**src/rtl/ffmode_chain_bank_pkg.sv**
```systemverilog
`default_nettype none
// ============================================================================
//  Module      : ffmode_pkg
//  Description : Shared constants and helpers for the ffmode chain bank.
//                EDGE_POS / EDGE_NEG encode the active clock edge of a
//                channel; mask_bit() extracts one channel's mode bit from a
//                per-channel mask; cnt_width() sizes the load counter.
//  Ports       : none (package)
//  Revision    : 1.0 - initial release
// ============================================================================
package ffmode_pkg;

   localparam bit EDGE_POS = 1'b0;
   localparam bit EDGE_NEG = 1'b1;

   // Bit idx of a per-channel mode mask.
   function automatic bit mask_bit(input logic [31:0] mask, input int idx);
      return |(mask & (32'd1 << idx));
   endfunction

   // Counter must be able to hold 0..depth inclusive.
   function automatic int cnt_width(input int depth);
      return $clog2(depth + 1);
   endfunction

endpackage
`default_nettype wire

```
**src/rtl/ffmode_chain_bank_if.sv**
```systemverilog
`default_nettype none
// ============================================================================
//  Module      : ffmode_chain_bank_if
//  Description : Data/control bundle of the ffmode chain bank.
//  Signals     : cen    [CHANNELS]        per-channel clock enable
//                srst                     shared synchronous set/reset
//                din    [CHANNELS*WIDTH]  channel c at din[c*WIDTH +: WIDTH]
//                dout   [CHANNELS*WIDTH]  last stage of each chain
//                primed [CHANNELS]        chain fully loaded since reset
//  Modports    : master (stimulus side), slave (bank side)
//  Revision    : 1.0 - initial release
// ============================================================================
interface ffmode_chain_bank_if #(
   parameter int CHANNELS = 4,
   parameter int WIDTH    = 2
);
   logic [CHANNELS-1:0]       cen;
   logic                      srst;
   logic [CHANNELS*WIDTH-1:0] din;
   logic [CHANNELS*WIDTH-1:0] dout;
   logic [CHANNELS-1:0]       primed;

   modport master (
      output cen, srst, din,
      input  dout, primed
   );

   modport slave (
      input  cen, srst, din,
      output dout, primed
   );
endinterface
`default_nettype wire

```
**src/rtl/ffmode_chain_bank_chan.sv**
```systemverilog
`default_nettype none
// ============================================================================
//  Module      : ffmode_chain_chan
//  Description : One DEPTH-stage, WIDTH-bit register chain with selectable
//                clock edge, optional clock enable, optional enable-gated
//                synchronous set/reset and async reset value, plus a
//                saturating load counter driving 'primed'.
//  Ports       : clk, rst (async, active-high), cen, srst, din[WIDTH],
//                dout[WIDTH] (last stage), primed
//  Revision    : 1.0 - initial release
// ============================================================================
module ffmode_chain_chan
   import ffmode_pkg::*;
#(
   parameter int WIDTH    = 2,
   parameter int DEPTH    = 2,
   parameter bit NEG      = EDGE_POS,
   parameter bit USE_CE   = 1'b1,
   parameter bit USE_SRST = 1'b1,
   parameter bit SRST_VAL = 1'b0,
   parameter bit ARST_VAL = 1'b0
) (
   input  wire logic             clk,
   input  wire logic             rst,
   input  wire logic             cen,
   input  wire logic             srst,
   input  wire logic [WIDTH-1:0] din,
   output logic      [WIDTH-1:0] dout,
   output logic                  primed
);

   localparam int                           CW        = cnt_width(DEPTH);
   localparam logic [CW-1:0]                CNT_MAX   = CW'(DEPTH);
   localparam logic [DEPTH-1:0][WIDTH-1:0]  ARST_FILL = {(DEPTH*WIDTH){ARST_VAL}};
   localparam logic [DEPTH-1:0][WIDTH-1:0]  SRST_FILL = {(DEPTH*WIDTH){SRST_VAL}};

   logic [DEPTH-1:0][WIDTH-1:0] stage_q, stage_d;
   logic [CW-1:0]               cnt_q, cnt_d;
   logic                        primed_q, primed_d;
   logic                        en_w;
   logic                        sr_w;

   // Inputs are always read so that disabled features simply mask them.
   assign en_w = cen | ~USE_CE;
   assign sr_w = srst & USE_SRST;

   // Sync reset only acts on enabled edges (SB_DFFESR/SB_DFFESS behaviour).
   always_comb begin
      stage_d  = stage_q;
      cnt_d    = cnt_q;
      primed_d = primed_q;
      if (en_w) begin
         if (sr_w) begin
            stage_d  = SRST_FILL;
            cnt_d    = '0;
            primed_d = 1'b0;
         end else begin
            stage_d[0] = din;
            for (int k = 1; k < DEPTH; k++) begin
               stage_d[k] = stage_q[k-1];
            end
            // Saturate rather than wrap so primed stays high.
            if (cnt_q != CNT_MAX) begin
               cnt_d = cnt_q + CW'(1);
            end
            primed_d = (cnt_d == CNT_MAX);
         end
      end
   end

   if (NEG == EDGE_NEG) begin : g_neg
      always_ff @(negedge clk or posedge rst) begin
         if (rst) begin
            stage_q  <= ARST_FILL;
            cnt_q    <= '0;
            primed_q <= 1'b0;
         end else begin
            stage_q  <= stage_d;
            cnt_q    <= cnt_d;
            primed_q <= primed_d;
         end
      end
   end else begin : g_pos
      always_ff @(posedge clk or posedge rst) begin
         if (rst) begin
            stage_q  <= ARST_FILL;
            cnt_q    <= '0;
            primed_q <= 1'b0;
         end else begin
            stage_q  <= stage_d;
            cnt_q    <= cnt_d;
            primed_q <= primed_d;
         end
      end
   end

   assign dout   = stage_q[DEPTH-1];
   assign primed = primed_q;

endmodule
`default_nettype wire

```
**src/rtl/ffmode_chain_bank.sv**
```systemverilog
`default_nettype none
// ============================================================================
//  Module      : ffmode_chain_bank
//  Description : Bank of CHANNELS independent register chains, each with its
//                own clock edge, clock-enable use, sync set/reset and async
//                reset value chosen by per-channel mode masks.
//  Ports       : clk, rst (async, active-high),
//                bus (slave): cen, srst, din, dout, primed
//  Revision    : 1.0 - initial release
// ============================================================================
module ffmode_chain_bank
   import ffmode_pkg::*;
#(
   parameter int                  CHANNELS      = 4,
   parameter int                  WIDTH         = 2,
   parameter int                  DEPTH         = 2,
   parameter logic [CHANNELS-1:0] NEG_MASK      = '0,
   parameter logic [CHANNELS-1:0] CE_MASK       = '1,
   parameter logic [CHANNELS-1:0] SRST_MASK     = '1,
   parameter logic [CHANNELS-1:0] SRST_VAL_MASK = '0,
   parameter logic [CHANNELS-1:0] ARST_VAL_MASK = '0
) (
   input wire logic           clk,
   input wire logic           rst,
   ffmode_chain_bank_if.slave bus
);

   logic [CHANNELS*WIDTH-1:0] dout_w;
   logic [CHANNELS-1:0]       primed_w;

   for (genvar c = 0; c < CHANNELS; c++) begin : g_chan
      ffmode_chain_chan #(
         .WIDTH    (WIDTH),
         .DEPTH    (DEPTH),
         .NEG      (mask_bit(32'(NEG_MASK), c) ? EDGE_NEG : EDGE_POS),
         .USE_CE   (mask_bit(32'(CE_MASK), c)),
         .USE_SRST (mask_bit(32'(SRST_MASK), c)),
         .SRST_VAL (mask_bit(32'(SRST_VAL_MASK), c)),
         .ARST_VAL (mask_bit(32'(ARST_VAL_MASK), c))
      ) u_chan (
         .clk    (clk),
         .rst    (rst),
         .cen    (bus.cen[c]),
         .srst   (bus.srst),
         .din    (bus.din[c*WIDTH +: WIDTH]),
         .dout   (dout_w[c*WIDTH +: WIDTH]),
         .primed (primed_w[c])
      );
   end

   assign bus.dout   = dout_w;
   assign bus.primed = primed_w;

endmodule
`default_nettype wire

```
**src/flat_wrapper.sv**
```systemverilog
// flat-port wrapper written by rule: the top's interface ports become plain ports
module ffmode_chain_bank_flat import ffmode_pkg::*;
#(
   parameter int                  CHANNELS      = 4,
   parameter int                  WIDTH         = 2,
   parameter int                  DEPTH         = 2,
   parameter logic [CHANNELS-1:0] NEG_MASK      = '0,
   parameter logic [CHANNELS-1:0] CE_MASK       = '1,
   parameter logic [CHANNELS-1:0] SRST_MASK     = '1,
   parameter logic [CHANNELS-1:0] SRST_VAL_MASK = '0,
   parameter logic [CHANNELS-1:0] ARST_VAL_MASK = '0
)
  (clk, rst, bus_cen, bus_srst, bus_din, bus_dout, bus_primed);
  ffmode_chain_bank_if #(.CHANNELS(CHANNELS), .WIDTH(WIDTH)) bus_i ();
  input wire logic clk;
  input wire logic rst;
  input wire logic [$bits(bus_i.cen)-1:0] bus_cen;
  input wire logic [$bits(bus_i.srst)-1:0] bus_srst;
  input wire logic [$bits(bus_i.din)-1:0] bus_din;
  output wire logic [$bits(bus_i.dout)-1:0] bus_dout;
  output wire logic [$bits(bus_i.primed)-1:0] bus_primed;
  assign bus_i.cen = bus_cen;
  assign bus_i.srst = bus_srst;
  assign bus_i.din = bus_din;
  assign bus_dout = bus_i.dout;
  assign bus_primed = bus_i.primed;
  ffmode_chain_bank #(.CHANNELS(CHANNELS), .WIDTH(WIDTH), .DEPTH(DEPTH), .NEG_MASK(NEG_MASK), .CE_MASK(CE_MASK), .SRST_MASK(SRST_MASK), .SRST_VAL_MASK(SRST_VAL_MASK), .ARST_VAL_MASK(ARST_VAL_MASK)) u_core (.clk(clk), .rst(rst), .bus(bus_i));
endmodule
```
**config.mk**
```make
export PLATFORM = sky130hd
export DESIGN_NAME = ffmode_chain_bank_flat
export DESIGN_NICKNAME = d
export VERILOG_FILES = /design/src/rtl/ffmode_chain_bank_pkg.sv /design/src/rtl/ffmode_chain_bank_if.sv /design/src/rtl/ffmode_chain_bank_chan.sv /design/src/rtl/ffmode_chain_bank.sv /design/src/flat_wrapper.sv
export SDC_FILE = /design/constraint.sdc
export NUM_CORES = 1
export LEC_CHECK = 0
export CORE_MARGIN = 1.5
export CORE_UTILIZATION = 36
export DETAILED_ROUTE_END_ITERATION = 10
export HOLD_SLACK_MARGIN = 0.1
export PLACE_DENSITY = 0.63
export SETUP_SLACK_MARGIN = 0.05
export SKIP_CTS_REPAIR_TIMING = 1
export SYNTH_ARGS = -nofsm -noshare
export SYNTH_HDL_FRONTEND = slang
export SYNTH_SLANG_ARGS = --single-unit
```
**constraint.sdc**
```tcl
create_clock -name clk -period 1.25 [get_ports clk]
set_input_delay 0.25 -clock clk [delete_from_list [all_inputs] [get_ports clk]]
set_output_delay 0.25 -clock clk [all_outputs]
set_load 0.005 [all_outputs]
```
## Yosys cells after proc, flatten, opt, wreduce, memory -nomap -nowiden

Cells that the tools add are included.

- Flip-flop bits (word level): 28
- Bits of input ports: 15
- Output and inout bits: 12
- Word-level logic and storage cells: 52

- Add/sub/neg operators: 4
- Equal/unequal tests: 8
- Multiplexer cells: 24

Operator list:

| kind | number |
|---|---|
| $mux 2 | 16 |
| $mux 4 | 4 |
| $add 2x1->2 const B | 4 |
| $eq 2x2->1 const B | 4 |
| $ne 2x2->1 const B | 4 |
| $mux 1 | 4 |

## Longest topological paths before layout

Gate-level depths: netlist (run 1).

- Depth after elaboration: 6
- Depth in mapped cells: 4

## By module

Synthesis (run 1) repeated with hierarchy kept, for this count alone.

- Cells, all modules: 88
- Area, all modules: 1041.0 um^2

Modules (own cells, without submodules):

| module | instances | cells each | area an instance (um^2) |
|---|---|---|---|
| ffmode_chain_chan | 4 | 22 | 260.2 |

## Least setup slack after synthesis (run 1)

No wires, ideal clock.

- Kind: reg2reg
- Start: reg u_core.g_chan[0].u_chan.cnt_q[1]
- End: reg u_core.g_chan[0].u_chan.cnt_q[1]
- Setup time: 121 ps
- Data arrival time: 833 ps
- Slack: 296 ps
- Cell stages (with the launch flop): 4
- Period minus slack after synthesis: 954 ps
- Path through: dfrtp_1 > inv_1 > ha_1 > a22o_1

- Cells in the longest elaborated chain, start to end: 5
- Elaborated cells between the ends (all ways): 6

Ends and longest elaborated chain:

| what | RTL line | text |
|---|---|---|
| start, declared | ffmode_chain_bank_chan.sv:38 | `logic [CW-1:0] cnt_q, cnt_d;` |
| start signal, assigned | ffmode_chain_bank_chan.sv:91 | `cnt_q <= cnt_d;` |
| $add 2x1->2 / $ne 2x2->1 (equally long branches) | ffmode_chain_bank_chan.sv:64, ffmode_chain_bank_chan.sv:63 |  |
| $mux 2 (*) | ffmode_chain_bank_chan.sv:63 | `if (cnt_q != CNT_MAX) begin` |
| $mux 2 (*) | ffmode_chain_bank_chan.sv:53 | `if (sr_w) begin` |
| $mux 2 (*) | ffmode_chain_bank_chan.sv:52 | `if (en_w) begin` |
| $mux 2 (*) | ffmode_chain_bank_chan.sv:53 |  |

Mark *: on every way between the ends. The rest lies on a longest branch, timed or not. The select of a mux whose other input is x is not followed.
A chain may end at the register's enable or synchronous reset.

==> results of run 1 <==
cells by family (layout without fill, tap and decap cells):
logic type / Yosys count / in the layout / synth area share (%)
buf+inv: 28 / 58 / 14.4
fa+ha+maj: 4 / 4 / 4.67
flops: 24 / 24 / 56.0
simple gates: 14 / 14 / 6.30
compound gates: 24 / 24 / 18.7
report_power, final:
group / switching, mW / internal [mW]
clock: 0.226 / 0.324
sequential: 0.0438 / 0.859
combinational: 0.154 / 0.242
flip-flops by register name (all words and copies together) (netlist names):
register,count
u_core.g_chan.u_chan.dout,8
u_core.g_chan.u_chan.stage_q,8
u_core.g_chan.u_chan.primed,1
u_core.g_chan.u_chan.cnt_q,7
area by class of cell:
type | instances | area [µm²]
inverter | 13 | 48.8
clock buffer | 3 | 22.5
multi-input combinational | 42 | 318
tap | 31 | 38.8
fill | 270 | 1310
clock inverter | 1 | 30.0
timing repair buffer | 41 | 415
sequential | 24 | 601
synthesized netlist by cell type:
| cell type | instances |
|---|---|
| dfrtp_1 | 24 |
| a22o_1 | 14 |
| inv_1 | 13 |
| buf_4 | 12 |
| nand2_1 | 10 |
| o2bb2ai_1 | 6 |
| ha_1 | 4 |
| o22ai_1 | 4 |
| clkbuf_2 | 2 |
| nor2b_1 | 2 |
| nor2b_2 | 2 |
| buf_2 | 1 |
final timing paths:
kind | endpoint | from | depth (start not counted) | slack, ps
worst max-delay path | bus_primed[0] | u_core.g_chan[0].u_chan.cnt_q[1]$_DFFE_PP0P_ | 1 | 120
worst min-delay path | u_core.g_chan[0].u_chan.cnt_q[0]$_DFFE_PP0P_ | rst | 3 | 250
worst max register to register | u_core.g_chan[0].u_chan.cnt_q[1]$_DFFE_PP0P_ | u_core.g_chan[0].u_chan.cnt_q[1]$_DFFE_PP0P_ | 4 | 140
worst min register to register | u_core.g_chan[3].u_chan.dout[0]$_DFFE_PP0P_ | u_core.g_chan[3].u_chan.stage_q[0]$_DFFE_PP0P_ | 1 | 510
max in group asynchronous | u_core.g_chan[1].u_chan.stage_q[1]$_DFFE_PP0P_ | rst | 3 | 860
min in group clk | u_core.g_chan[1].u_chan.stage_q[0]$_DFFE_PP0P_ | bus_din[2] | 3 | 490
metal layers:
layer  vias up  track usage, %
li1        368               -
met1       357            15.2
met2        16            19.2
met3         2            2.27
met4         0            4.98
met5         -               0
==> results.txt, run 1 <==
Die extent in x -> 57.6 µm
Headroom to the max-slew limit -> 82.4%
First-pass GRT wire length -> 3030 µm
First-pass detailed-route iteration total -> 4
Leakage power -> 0.885 nW
Total grt overflow -> 0
Wire length per cell after detailed routing -> 12.0 µm
Maximum fanout along the worst path -> 3
Root buffer cell -> clkbuf_4
Std-Cell Rows -> 19
Number of nets in the synthesized netlist -> 113
Sum of internal, switching and leakage power -> 1.85 mW
IO Port Bufs -> 26
Final worst hold slack -> 245 ps
Die Y -> 57.6 µm
Combined area of all synthesized cells -> 1070 µm²
Number of remaining DRC errors -> 0
Count of state elements after synthesis -> 24
RSZ-0062 raised after global routing -> false
Max rail drop VDD -> 892 µV
Most frequent standard cell in the layout excluding fill and tap cells -> dfrtp_1
Fin worst setup slack -> 121 ps
Data required time of the critical path -> 1000 ps
HPWL Detailed -> 1380 µm
Initial core utilization -> 38.6%
Number of primary I/O pins -> 27
DRT met1 WL -> 889 µm
Setup TNS Final -> 0 ps
Number of antenna violations at the first check in global routing -> 0
Post-synth top area share -> 56.0%
Post-synth cell types -> 12
Sum of met2 wire segment lengths after detailed routing -> 876 µm
Hold Fails Final Rpt -> 0
Utilization after layout -> 53.0%
Worst setup skew after layout -> 4.53 ps
Total Wirelength -> 1870 µm
Cell area after layout -> 1470 µm²
Synthesized area divided by synthesized cell count -> 11.4 µm²
Fmax -> 886 MHz
Total inserted antenna cells -> 0
Outcome -> completed
Standard cell area after detailed placement -> 1320 µm²
Synth-to-layout area growth -> 37.5%
Data arrival at the endpoint of the critical path -> 880 ps
Routed via count divided by cell count -> 4.79
GRT Resource Usage Total -> 11.7%
Full die area -> 3310 µm²
Starting DRT DRC Count -> 9
H-Tree Level Count -> 1
Standard cell with the maximum stage delay on the critical path -> dfrtp_1
Number of buffers and inverters on the critical path -> 1
Pin count of the biggest net entering global routing -> 25
Number of max-capacitance violations reported -> 0
Worst Hold Class -> in -> async
Part of the cycle the worst path needs -> 90.3%
Syn Inst Count -> 94
Number of sinks on the clock net -> 24
Fraction of layout cells with a size suffix above 1 -> 16.9%
Slew Limit Fails -> 0
Warnings from Yosys -> 0
Highest metal layer with signal wires -> met4
Commonest cells after routing, fill and taps aside -> 24 x dfrtp_1, 14 x a22o_1, 14 x clkdlybuf4s50_1, 14 x buf_4, 13 x inv_1
Shortest period the worst path allows -> 1130 ps
Clock edge transition at the registers on the reported setup and hold paths -> 130 ps
DR WL met3 -> 92 µm
Worst-Skew Late Latency -> 310 ps
Worst slew pin tran -> 263 ps
GP Congestion -> 0.662
Number of nets with antenna violations after routing -> 0
Top cells by area, synth -> dfrtp_1 56%, a22o_1 11%, buf_4 8.4%
Total power divided by cell area -> 1250 nW/µm²
Startpoint types -> flip-flop
Type of the worst setup path -> reg -> out
TritonCTS clock tree -> yes
Cell class contributing the biggest share of worst-path delay -> flip-flops
Via count of the first global-routing pass -> 715
Cell Count Post-Placement -> 141
Longest Clk Path Bufs -> 2
Sequential share of the synthesized area -> 56.0%
Worst slack after detailed placement -> -80.5 ps
Vias after detailed routing -> 743
Placeable Area -> 2780 µm²
Crit path capture type -> primary output
Cell type with the largest total area after synthesis -> dfrtp_1
Number of CTS-inserted buffers -> 3
Final standard cell count with taps included and fillers excluded -> 155
Setup-failing EPs final -> 0
Largest incremental delay on the critical path -> 420 ps
Layout Nets -> 144
Critical path, cell by cell -> dlymetal6s2s_1
Note: power is estimated with default switching activity, not from simulation.
==> run 2, diff against run 1 <==
--- a/config.mk
+++ b/config.mk
@@ -9,7 +9,7 @@
 export CORE_UTILIZATION = 36
 export DETAILED_ROUTE_END_ITERATION = 10
 export HOLD_SLACK_MARGIN = 0.1
-export PLACE_DENSITY = 0.63
+export PLACE_DENSITY = 0.65
 export SETUP_SLACK_MARGIN = 0.05
 export SKIP_CTS_REPAIR_TIMING = 1
 export SYNTH_ARGS = -nofsm -noshare
==> constraint.sdc (replaced) <==
create_clock -name clk -period 0.95 [get_ports clk]
set_input_delay 0.19 -clock clk [delete_from_list [all_inputs] [get_ports clk]]
set_output_delay 0.19 -clock clk [all_outputs]
set_load 0.005 [all_outputs]
==> run 2 against run 1 <==
  * The flow now finishes with violations (negative setup slack)
  * Combinational power is 68% higher
  * Clock power up 35%
  * Final cell count up 3.9%
  * Design area rose by 3.1%
  * Sequential cell count unchanged
  * Largest cell class unchanged
  * First-iteration DRC count rose to 2.6 times the previous value
  * Via count rose by 3.5%
  * Global-route usage up 0.24 points
  * Wire length grew 8.5%
==> results.txt, run 2 (synthesis results as in run 1) <==
Worst-Skew Late Latency -> 320 ps (about the same)
Data arrival at the endpoint of the critical path -> 1320 ps (+440 ps)
RSZ-0062 raised after global routing -> true
Slew Limit Fails -> 0 (unchanged)
Cell Count Post-Placement -> 148 (+5.0%)
Initial core utilization -> 38.6% (unchanged)
Pin count of the biggest net entering global routing -> 25 (unchanged)
IO Port Bufs -> 26 (unchanged)
Violated checks -> negative setup slack
Setup-failing EPs final -> 16 (+16)
Number of max-capacitance violations reported -> 0 (unchanged)
Data required time of the critical path -> 1170 ps (+170 ps)
First-pass detailed-route iteration total -> 2 (-2)
Outcome -> finished, violations left
Cell area after layout -> 1520 µm² (+3.1%)
Startpoint types -> flip-flop
Critical Path Source -> u_core.g_chan[3].u_chan.primed$_DFFE_PP0P_
Total inserted antenna cells -> 0 (unchanged)
Full die area -> 3310 µm² (unchanged)
H-Tree Level Count -> 1 (unchanged)
Total of fill cells in the finished design -> 265 (-1.9%)
Max rail drop VDD -> 1110 µV (+25%)
Via count of the first global-routing pass -> 715 (unchanged)
Capture point of the worst reg-to-reg path -> u_core.g_chan[3].u_chan.primed$_DFFE_PP0P_
Global routing usage on met1 -> 17.2% (+1.9 points)
First-pass GRT wire length -> 3060 µm (+1.1%)
Clock edge transition at the registers on the reported setup and hold paths -> 140 ps (about the same)
Root buffer cell -> clkbuf_4
Layout Nets -> 150 (+4.2%)
Global routing met3 resource utilization -> 2.04% (-0.23 points)
Final standard cell count with taps included and fillers excluded -> 161 (+3.9%)
Total grt overflow -> 0 (unchanged)
Std-Cell Rows -> 19 (unchanged)
Total power divided by cell area -> 1710 nW/µm² (+36%)
GRT Resource Usage Total -> 12.0% (+0.24 points)
Worst Hold Class -> in -> async
GP Congestion -> 0.764 (+15%)
Type of the worst setup path -> reg -> reg
Number of remaining DRC errors -> 0 (unchanged)
Longest Clk Path Bufs -> 2 (unchanged)
Fmax -> 907 MHz
Maximum fanout along the worst path -> 2 (-1)
Placeable Area -> 2780 µm² (unchanged)
Crit path capture type -> flip-flop
Synth-to-layout area growth -> 41.8%
Worst slew pin tran -> 210 ps (-53.4 ps)
Vias after detailed routing -> 769 (+3.5%)
Total Wirelength -> 2030 µm (+8.5%)
Number of sinks on the clock net -> 24 (unchanged)
Worst setup skew after layout -> 10.7 ps (+6.18 ps)
Fin worst setup slack -> -152 ps (-273 ps)
Die Y -> 57.6 µm (unchanged)
FF-to-FF setup slack -> -150 ps (-290 ps)
Die extent in x -> 57.6 µm (unchanged)
TritonCTS clock tree -> yes
HPWL Detailed -> 1310 µm (-5.0%)
Leakage power -> 0.748 nW (-16%)
Number of primary I/O pins -> 27 (unchanged)
Number of CTS-inserted buffers -> 3 (unchanged)
Number of nets with antenna violations after routing -> 0 (unchanged)
Headroom to the max-slew limit -> 86.0% (+3.6 points)
Routed via count divided by cell count -> 4.78 (-0.36%)
Commonest cells after routing, fill and taps aside -> 24 x dfrtp_1, 17 x buf_4, 14 x a22o_1, 14 x clkdlybuf4s50_1, 12 x clkbuf_2
Met2 global-route usage -> 17.5% (-1.6 points)
Starting DRT DRC Count -> 23 (+14)
Fraction of layout cells with a size suffix above 1 -> 40.0% (+23 points)
Most used routing layer -> met2
Most frequent standard cell in the layout excluding fill and tap cells -> dfrtp_1
Wire length per cell after detailed routing -> 12.6 µm (+4.4%)
Worst reg2reg startpoint -> u_core.g_chan[3].u_chan.primed$_DFFE_PP0P_
Hold Fails Final Rpt -> 0 (unchanged)
End of the critical path -> u_core.g_chan[3].u_chan.primed$_DFFE_PP0P_
Standard cell area after detailed placement -> 1370 µm² (+4.0%)
Part of the cycle the worst path needs -> 116%
Number of antenna violations at the first check in global routing -> 0 (unchanged)
Cells on worst reg2reg path -> 4 (unchanged)
Shortest period the worst path allows -> 1100 ps
[run 2: layer usage]
layer / part of all wire, % / routed length, µm
met5: 0 / 0
met2: 46 / 935
met3: 4.6 / 94
met1: 49 / 986
met4: 0.44 / 9
[run 2: worst min path at each step]
stage                                                    from  slack (ps)                                        endpoint  depth (start not counted)
2_1_floorplan                                             rst         200    u_core.g_chan[0].u_chan.cnt_q[0]$_DFFE_PP0P_                          1
3_3_place_gp   u_core.g_chan[1].u_chan.stage_q[0]$_DFFE_PP0P_         470  u_core.g_chan[1].u_chan.stage_q[0]$_DFFE_PP0P_                          1
3_5_place_dp      u_core.g_chan[2].u_chan.dout[1]$_DFFE_PP0P_         480     u_core.g_chan[2].u_chan.dout[1]$_DFFE_PP0P_                          1
4_1_cts                                                   rst         160  u_core.g_chan[0].u_chan.stage_q[0]$_DFFE_PP0P_                          3
5_1_grt                                                   rst         170  u_core.g_chan[0].u_chan.stage_q[0]$_DFFE_PP0P_                          3
6_report                                                  rst         170      u_core.g_chan[3].u_chan.primed$_DFFE_PP0P_                          3
[run 2: power by group]
part | total [mW] | switching, mW | internal [mW]
Sequential | 1.20 | 0.0649 | 1.13
Combinational | 0.665 | 0.278 | 0.387
Clock | 0.740 | 0.314 | 0.426
[run 2: cell type report]
| cell class | count | area, µm² | share of cell area, % |
|---|---|---|---|
| clock buffer | 3 | 22.5 | 1.48 |
| clock inverter | 1 | 30.0 | 1.98 |
| inverter | 13 | 53.8 | 3.54 |
| multi-input combinational | 42 | 393 | 25.8 |
| sequential | 24 | 601 | 39.5 |
| tap | 31 | 38.8 | 2.55 |
| timing repair buffer | 47 | 382 | 25.1 |
[run 2: worst max-delay path: stages (launching register included)]
cell     delay [ps]
dfrtp_1         430
buf_6           140
inv_4            50
ha_4            190
a22o_1          200
[run 2: per-stage QoR]
| stage | power [mW] | setup slack [ps] | setup TNS, ps | hold WS (ps) | util (%) |
|---|---|---|---|---|---|
| after floorplan | 1.51 | 30.4 | 0 | 205 | - |
| after global placement | 1.70 | -243 | -5620 | 470 | 49.2 |
| after detailed placement | 1.71 | -252 | -5870 | 480 | 49.2 |
| after CTS | 2.46 | -504 | -5580 | 165 | 51.1 |
| after global routing | 2.74 | -167 | -1710 | 174 | 54.7 |
| final | 2.60 | -152 | -1130 | 168 | 54.7 |
==> run 3, diff against run 2 <==
--- a/config.mk
+++ b/config.mk
@@ -5,12 +5,13 @@
 export SDC_FILE = /design/constraint.sdc
 export NUM_CORES = 1
 export LEC_CHECK = 0
+export ABC_AREA = 1
 export CORE_MARGIN = 1.5
 export CORE_UTILIZATION = 36
 export DETAILED_ROUTE_END_ITERATION = 10
 export HOLD_SLACK_MARGIN = 0.1
 export PLACE_DENSITY = 0.65
-export SETUP_SLACK_MARGIN = 0.05
+export SETUP_SLACK_MARGIN = 0.02
 export SKIP_CTS_REPAIR_TIMING = 1
 export SYNTH_ARGS = -nofsm -noshare
 export SYNTH_HDL_FRONTEND = slang
==> run 3 against run 2 <==
  * The run still ends with negative setup slack left
  * Power decreased by 9.7%
  * Final cell count increased by 20%
  * Clock skew decreased by 7.8 ps
  * Worst setup slack improved by 68 ps
  * Via count increased by 13%
  * Wire length increased by 4.0%
  * Clock power decreased by 28%
==> results.txt, run 3 <==
Number of enable-type register cells in the synthesized netlist -> 0 (unchanged)
Total inserted antenna cells -> 0 (unchanged)
RSZ-0062 raised after global routing -> true
Total of fill cells in the finished design -> 311 (+17%)
Sum of met2 wire segment lengths after detailed routing -> 979 µm (+4.7%)
Clock edge transition at the registers on the reported setup and hold paths -> 130 ps (about the same)
Reported net switching power -> 0.644 mW (-1.9%)
Number of remaining DRC errors -> 0 (unchanged)
H-Tree Level Count -> 1 (unchanged)
Number of max-capacitance violations reported -> 0 (unchanged)
Highest metal layer with signal wires -> met4
Data required time of the critical path -> 760 ps (-410 ps)
Std-Cell Rows -> 20 (+1)
Wire length per cell after detailed routing -> 10.9 µm (-14%)
Most frequent cells after synthesis -> 48 x nand2_1, 24 x dfrtp_1, 24 x nand3_1
Outcome -> finished, violations left
Data arrival at the endpoint of the critical path -> 840 ps (-480 ps)
Type of the worst setup path -> reg -> out
Share of power burned in combinational logic -> 26.4% (+0.8 points)
Total grt overflow -> 0 (unchanged)
Fin worst setup slack -> -84.1 ps (+67.9 ps)
Sequential share of the synthesized area -> 53.8% (-2.2 points)
Startpoint types -> flip-flop
Warnings from Yosys -> 0 (unchanged)
Async S/R FF share, synth -> 100% (unchanged)
Synth-to-layout area growth -> 34.4%
FF-to-FF setup slack -> -40 ps (+110 ps)
Most frequent standard cell in the layout excluding fill and tap cells -> nand2_1
Placeable Area -> 3000 µm² (+8.0%)
Max rail drop VDD -> 597 µV (-46%)
Final worst hold slack -> 189 ps (+20.9 ps)
Most repeated cell in the gate-level netlist after synthesis -> nand2_1
Top flip-flop cell by instance count after synthesis -> dfrtp_1
Portion of total power attributed to sequential cells -> 50.9% (+4.9 points)
Worst setup skew after layout -> 2.94 ps (-7.78 ps)
End of the critical path -> bus_primed[2]
Area of combinational cells with multiple inputs -> 410 µm² (+4.5%)
Violated checks -> negative setup slack
Standard cell with the maximum stage delay on the critical path -> dfrtp_1
Root buffer cell -> clkbuf_4
Count of state elements after synthesis -> 24 (unchanged)
TritonCTS clock tree -> yes
Leakage power -> 0.820 nW (+9.7%)
GP Congestion -> 0.789 (+3.3%)
Longest Clk Path Bufs -> 2 (unchanged)
Number of primary I/O pins -> 27 (unchanged)
Clock share of power -> 22.7% (-5.8 points)
Headroom to the max-slew limit -> 72.6% (-13 points)
Maximum fanout along the worst path -> 3 (+1)
Top cells by area, synth -> dfrtp_1 54%, nand2_1 16%, nand3_1 11%
Critical Path Stages -> 1 (-3)
Starting DRT DRC Count -> 7 (-70%)
Crit path capture type -> primary output
Number of sinks on the clock net -> 24 (unchanged)
Capture point of the worst reg-to-reg path -> u_core.g_chan[3].u_chan.primed$_DFFE_PP0P_
Number of CTS-inserted buffers -> 3 (unchanged)
Fmax -> 967 MHz (+6.6%)
Worst slew pin tran -> 410 ps (+200 ps)
Initial core utilization -> 37.2% (-1.4 points)
Total Wirelength -> 2110 µm (+4.0%)
Syn Inst Count -> 128 (+36%)
Critical path, cell by cell -> clkbuf_2
IO Port Bufs -> 26 (unchanged)
Vias after detailed routing -> 866 (+13%)
HPWL Detailed -> 1390 µm (+5.7%)
Cell class contributing the biggest share of worst-path delay -> flip-flops
Number of nets in the synthesized netlist -> 147 (+30%)
Pint -> 1.70 mW (-12%)
Critical Path Source -> u_core.g_chan[2].u_chan.cnt_q[1]$_DFFE_PP0P_
Commonest cells after routing, fill and taps aside -> 47 x nand2_1, 24 x dfrtp_1, 20 x nand3_1, 14 x clkdlybuf4s50_1, 13 x buf_4
Setup TNS Final -> -875 ps (+256 ps)
Number of buffers and inverters on the critical path -> 1 (-1)
Utilization after layout -> 50.0% (-4.7 points)
Routed via count divided by cell count -> 4.46 (-6.5%)
Fraction of layout cells with a size suffix above 1 -> 30.4% (-9.6 points)
Hold Fails Final Rpt -> 0 (unchanged)
Die extent in x -> 58.7 µm (+1.9%)
Synthesized area divided by synthesized cell count -> 8.72 µm² (-24%)
Combined area of all synthesized cells -> 1120 µm² (+4.1%)
Worst-Skew Late Latency -> 310 ps (about the same)
DR WL met3 -> 74 µm (-21%)
Layout Nets -> 181 (+21%)
Worst reg2reg startpoint -> u_core.g_chan[3].u_chan.primed$_DFFE_PP0P_
Largest incremental delay on the critical path -> 420 ps (about the same)
Number of nets with antenna violations after routing -> 0 (unchanged)
Shortest period the worst path allows -> 1030 ps (-67.9 ps)
Proportion of total power due to net switching -> 27.4% (+2.2 points)
Slew Limit Fails -> 0 (unchanged)
First-pass detailed-route iteration total -> 4 (+2)
DRT met1 WL -> 1030 µm (+4.1%)
Setup-failing EPs final -> 15 (-1)
Number of antenna violations at the first check in global routing -> 0 (unchanged)
Total power divided by cell area -> 1570 nW/µm² (-8.5%)
Cell type with the largest total area after synthesis -> dfrtp_1
Post-synth top area share -> 53.8% (-2.2 points)
Worst Hold Class -> in -> async
First-pass GRT wire length -> 3600 µm (+18%)
Part of the cycle the worst path needs -> 109% (-7.1 points)
Pin count of the biggest net entering global routing -> 25 (unchanged)
Die Y -> 58.7 µm (+1.9%)
Via count of the first global-routing pass -> 843 (+18%)
Full die area -> 3440 µm² (+3.9%)
GRT Resource Usage Total -> 13.7% (+1.7 points)
Cells on worst reg2reg path -> 5 (+1)
Register cell area after layout -> 601 µm² (unchanged)
Post-synth cell types -> 8 (-4)
-- run 3: worst min-delay path by stage --
stage	start	slack, ps	to
finish	rst	190	u_core.g_chan[2].u_chan.dout[1]$_DFFE_PP0P_
global route	rst	190	u_core.g_chan[2].u_chan.dout[1]$_DFFE_PP0P_
global placement	u_core.g_chan[3].u_chan.cnt_q[0]$_DFFE_PP0P_	460	u_core.g_chan[3].u_chan.cnt_q[0]$_DFFE_PP0P_
CTS	rst	190	u_core.g_chan[1].u_chan.stage_q[1]$_DFFE_PP0P_
floorplan	rst	200	u_core.g_chan[0].u_chan.cnt_q[0]$_DFFE_PP0P_
detailed placement	u_core.g_chan[1].u_chan.cnt_q[0]$_DFFE_PP0P_	470	u_core.g_chan[1].u_chan.cnt_q[0]$_DFFE_PP0P_
-- run 3: cell type report --
class                      count  share of cell area [%]
inverter                      14                    4.00
multi-input combinational     76                    27.4
clock buffer                   4                    2.42
sequential                    24                    40.0
timing repair buffer          43                    23.4
tap                           33                    2.75
-- run 3: cell families after synthesis --
kind of cell / count (synthesis) / share of synthesized area [%]
DFF: 24 / 53.8
buffers and inverters: 28 / 14.8
and+or+nand+nor: 72 / 26.9
adders and majority gates: 4 / 4.48
-- run 3: power by group through the flow --
stage	combinational (mW)	sequential, mW	clock (mW)
after floorplan	0.297	1.20	0
after global placement	0.474	1.21	0
after detailed placement	0.489	1.22	0
after CTS	0.493	1.20	0.553
after global routing	0.705	1.21	0.605
final	0.620	1.20	0.533
-- run 3: metrics by stage --
step	setup slack [ps]	cells	area, µm²	power (mW)
2_1_floorplan	68.9	128	1120	1.50
3_3_place_gp	-207	183	1390	1.69
3_5_place_dp	-243	183	1390	1.71
4_1_cts	-479	187	1430	2.24
5_1_grt	-144	194	1500	2.52
6_report	-84.1	194	1500	2.35
-- run 3: metal layers --
metal | global-route usage (%) | vias up
met2 | 21.5 | 16
met1 | 18.0 | 398
li1 | - | 450
met4 | 7.47 | 0
met5 | 0 | -
met3 | 2.42 | 2
